[src/rtl/light_share_arbiter.sv]
// light_share_arbiter: round-robin sharing of one timed light among N zones.
// Button presses latch into pending; one zone is lit at a time for T+1 cycles,
// followed by G all-off guard cycles before the next grant.
module light_share_arbiter #(
  parameter int N = 4,
  parameter int T = 20,
  parameter int G = 2
) (
  input  logic                 clock,
  input  logic                 reset,
  input  logic [N-1:0]         push_btn,
  output logic [N-1:0]         light,
  output logic                 busy,
  output logic [$clog2(N)-1:0] owner,
  output logic [N-1:0]         pending
);

  localparam int IW = $clog2(N);
  localparam int TW = ($clog2(T + 1) < 1) ? 1 : $clog2(T + 1);
  localparam int GW = ($clog2(G + 1) < 1) ? 1 : $clog2(G + 1);
  localparam logic [TW-1:0] T_LOAD   = TW'(T);
  localparam logic [GW-1:0] GAP_LOAD = (G > 0) ? GW'(G - 1) : '0;

  typedef enum logic [1:0] {IDLE, ON, GAP} state_t;

  state_t        state;
  logic [TW-1:0] timer;
  logic [GW-1:0] gap_cnt;
  logic [IW-1:0] last;
  logic [N-1:0]  pend_q;

  logic [IW-1:0] pick;
  logic          found;
  logic [N-1:0]  owner_mask;
  logic [N-1:0]  pick_mask;
  logic [N-1:0]  pend_in;
  logic          others;
  logic          retrig;

  // Rotating priority search starting just after the last granted zone.
  always_comb begin
    pick  = last;
    found = 1'b0;
    for (int k = 1; k <= N; k++) begin
      if (!found && pend_q[IW'((int'(last) + k) % N)]) begin
        found = 1'b1;
        pick  = IW'((int'(last) + k) % N);
      end
    end
  end

  // Masks and the retrigger decision; only registered pending bits count as
  // competing requests, so a simultaneous press elsewhere does not block it.
  always_comb begin
    owner_mask = {{(N-1){1'b0}}, 1'b1} << last;
    pick_mask  = {{(N-1){1'b0}}, 1'b1} << pick;
    pend_in    = pend_q | push_btn;
    others     = |(pend_q & ~owner_mask);
    retrig     = (state == ON) && push_btn[last] && !others;
  end

  // Main FSM: request latching, grant, on-time countdown and guard gap.
  always_ff @(posedge clock or posedge reset) begin
    if (reset) begin
      state   <= IDLE;
      timer   <= '0;
      gap_cnt <= '0;
      last    <= IW'(N - 1);
      pend_q  <= '0;
    end else begin
      pend_q <= pend_in;
      case (state)
        IDLE: begin
          if (found) begin
            last   <= pick;
            timer  <= T_LOAD;
            pend_q <= pend_in & ~pick_mask;
            state  <= ON;
          end
        end
        ON: begin
          if (retrig) begin
            // Owner alone keeps the light: reload rather than queue itself.
            timer  <= T_LOAD;
            pend_q <= pend_in & ~owner_mask;
          end else if (timer == '0) begin
            if (G == 0) begin
              state <= IDLE;
            end else begin
              state   <= GAP;
              gap_cnt <= GAP_LOAD;
            end
          end else begin
            timer <= timer - TW'(1);
          end
        end
        GAP: begin
          if (gap_cnt == '0) state <= IDLE;
          else               gap_cnt <= gap_cnt - GW'(1);
        end
        default: state <= IDLE;
      endcase
    end
  end

  // Outputs decode straight from registers; no input reaches them directly.
  always_comb begin
    light   = (state == ON) ? owner_mask : '0;
    busy    = (state != IDLE);
    owner   = last;
    pending = pend_q;
  end

endmodule

[config.mk]
export PLATFORM = sky130hd
export DESIGN_NAME = light_share_arbiter
export DESIGN_NICKNAME = d
export VERILOG_FILES = /design/src/rtl/light_share_arbiter.sv
export SDC_FILE = /design/constraint.sdc
export NUM_CORES = 1
export LEC_CHECK = 0
export BUFFER_PORTS_ARGS = -buffer_cell sky130_fd_sc_hd__buf_2
export CORE_MARGIN = 2
export CORE_UTILIZATION = 56
export DETAILED_ROUTE_END_ITERATION = 16
export GPL_TIMING_DRIVEN = 0
export PLACE_DENSITY = 0.78
export SETUP_SLACK_MARGIN = 0.5
export SLEW_MARGIN = 40
export SYNTH_ARGS = -nofsm -noshare
export SYNTH_HDL_FRONTEND = slang
export SYNTH_SLANG_ARGS = --single-unit
[constraint.sdc]
create_clock -name clock -period 3 [get_ports clock]
set_clock_uncertainty 0.05 [all_clocks]
set_input_delay 0.6 -clock clock [delete_from_list [all_inputs] [get_ports clock]]
set_output_delay 0.6 -clock clock [all_outputs]
set_load 0.03 [all_outputs]
==> results.toml <==
[finish]
n_fill_cell = 174
drive_gt1_frac = 0.270
fin_cells = 186
num-nets-final = 173
layout_common_cells = "buf_2 (16), dfrtp_1 (13), nand2_1 (11), inv_1 (11), buf_4 (8)"
multiInputGateArea_um2 = 744
diodes = 0
seq_area_um2 = 378
area_growth_pct = 17.2
mostFrequentLayoutCell = "buf_2"

[sta]
hold_viol_final = 0
worst_pin_slew_ns = 0.602
min_period_ns = 2.39
hold_slack_ns = 0.298
fin_crit_sh = 0.795
setup_tns_ns = 0
setup_viol = 0
fmax_mhz = 419
rsz0062_at_grt = "false"
setup_ws_ns = 0.614
maxSlewViolCount = 0
slew_headroom = 0.598

[floorplan]
dieArea_mm2 = 0.00255
die_y_um = 50.5
coreArea_mm2 = 0.00200
initial_utilization = 0.606
io_pins = 17
die_x_um = 50.5
rows = 16

[critical_path]
cp-end-kind = "flip-flop"
cp-start-kind = "flip-flop"
crit_fanout = 10
worst_path_largest_cell_delay_ns = 0.56
rr_endpoint = "pending[2]"
required_ns = 3.15
critPathKind = "reg2reg"
cp_slowest_cell = "dfstp_2"
reg2reg_depth = 10
cp.arrival_ns = 2.54
r2r_slack_ns = 0.61
worstReg2RegStart = "owner[0]"
crit_chain = "buf_6 > buf_8 > inv_2 > ha_1 > buf_4 > mux4_2 > nor2b_1 > o21ai_1 > o21ai_1 > a31oi_1"
path_common_cell = "o21ai_1"

[global_route]
grtUsageTotal = 0.265
grt_antenna_before_repair = 0
grt-ovfl-total = 0
grt_pass1_wl_um = 5010
grt_pass1_vias = 1099
grt_max_degree = 16

[power_and_ir_drop]
power.total_mw = 1.52
seqPwrFrac = 0.239
p_sw_mw = 0.744
power.leakage_nw = 0.626
intPower_mw = 0.773
clock_power_share = 0.079
switching_share = 0.490
ir_worst_vdd_mv = 0.590
pwr-share-comb = 0.681
p_per_area_mw_per_mm2 = 1070

[synthesis]
synth_area_leader_cell = "dfrtp_1"
ys.warnings.count = 0
yosysTopAreaCellShare = 0.268
syn_inst = 133
syn_nets = 146
netlist_area_mm2 = 0.00121
synth_edf_count = 0
yosysSeqAreaShare = 0.312
synth_area_leaders = "dfrtp_1 (27%), ha_1 (7.2%), mux4_2 (5.6%)"
synth.avg_cell_area_um2 = 9.12
synth_top_flop_cell = "dfrtp_1"
async_reset_ff_frac = 1.00
ys_types = 43
synth_seq_cells = 15

[placed_design]
placed_cells_incl_taps = 176
io_buffers = 16
hpwlAfterDp_um = 2250
place_congestion = 0.846
dpl_worst_slack_ns = 0.312

[run_status]
status = "finished, final reports clean"

[drt]
via_per_inst = 6.18
first_pass_iters = 4
post-route-drc-count = 0
drtIter0Drc = 42
totalWireLength_um = 3000
vias = 1150
antenna_left = 0
routedWlPerCell_um = 16.1

[flow_run]
cap_viol_max_count = 0

[clock_network]
root_buffer = "clkbuf_4"
numCtsBuffers = 3
htreeDepth = 1
clkSlewWorstSetupHoldPaths_ns = 0.10
cts.sinks = 15
cts_buffer_depth = 2
insertion_delay_ns = 0.29
tritoncts = "built"

[min_path]
hp-class = "in2async"
synth_stat cells (all sizes together), types with 3 or more instances:
library cell and n:
a21oi 4, a22o 3, a31oi 5, and2 6, buf 4, clkbuf 5, dfrtp 13, ha 7
inv 12, mux2i 5, mux4 4, nand2 11, nand2b 4, nand3 4, nor2 6, nor2b 4
nor3 4, o21ai 7, o2bb2ai 3
through the flow:
step	utilization	instance area [um^2]
6_report	0.710	1420
5_1_grt	0.710	1420
3_3_place_gp	0.663	1330
4_1_cts	0.688	1380
2_1_floorplan	-	1210
3_5_place_dp	0.666	1330
repair_timing:
action                     CTS  global route
pin swaps                    1             1
gates cloned                 0             0
setup buffers                1             5
hold buffers                 0             0
resized for setup            3             7
setup endpoints to repair    8             9
worst max-delay path: cells and delay by family (launching register included):
kind | cells | cell delay, ns
AO/OA/AOI/OAI | 3 | 0.43
adder cells (fa/ha/maj) | 1 | 0.28
buffers and inverters | 4 | 0.50
flip-flops | 1 | 0.56
multiplexers | 1 | 0.31
AND/OR/NAND/NOR | 1 | 0.17
cell families (layout without fill, tap and decap cells):
| group | Yosys count | count (layout) | synth area share |
|---|---|---|---|
| fa+ha+maj | 7 | 7 | 0.0722 |
| simple gates | 45 | 45 | 0.199 |
| mux | 10 | 10 | 0.128 |
| flops | 15 | 15 | 0.312 |
| compound gates | 35 | 35 | 0.210 |
| buf+inv | 21 | 47 | 0.0795 |
area by class of cell:
class                      instances  share of cell area
timing repair buffer              22              0.0880
multi-input combinational         97               0.524
inverter                          12              0.0317
buffer                             9              0.0475
clock inverter                     1             0.00352
sequential                        15               0.266
clock buffer                       3              0.0158
tap                               27              0.0238
how the worst max path moves through the flow:
stage / cells past startpoint / startpoint / slack (ns) / endpoint
after CTS: 10 / owner[0] / 0.52 / pending[2]
after floorplan: 10 / owner[0] / 0.52 / pending[0]
after global placement: 10 / owner[0] / 0.45 / pending[2]
after global routing: 10 / owner[0] / 0.51 / pending[2]
final: 10 / owner[0] / 0.61 / pending[2]
after detailed placement: 10 / owner[0] / 0.31 / pending[2]
layer usage:
| layer | global-route usage | vias up | part of all wire |
|---|---|---|---|
| li1 | - | 534 | - |
| met1 | 0.336 | 556 | 0.42 |
| met2 | 0.445 | 50 | 0.49 |
| met3 | 0.0446 | 10 | 0.063 |
| met4 | 0.113 | 0 | 0.023 |
| met5 | 0 | - | 0 |
state kept, by name, indices dropped and copies added (netlist names):
register and count:
timer 5, pending 4, gap_cnt 2, owner 2, state 2
power groups by stage:
stage          registers (mW)  logic, mW  clock network (mW)
2_1_floorplan           0.399      0.678                   0
3_3_place_gp            0.359      0.885                   0
3_5_place_dp            0.366      0.937                   0
4_1_cts                 0.358      0.967               0.123
5_1_grt                 0.375       1.13               0.133
6_report                0.363       1.03               0.121
Power figures use the tool's default switching activity.
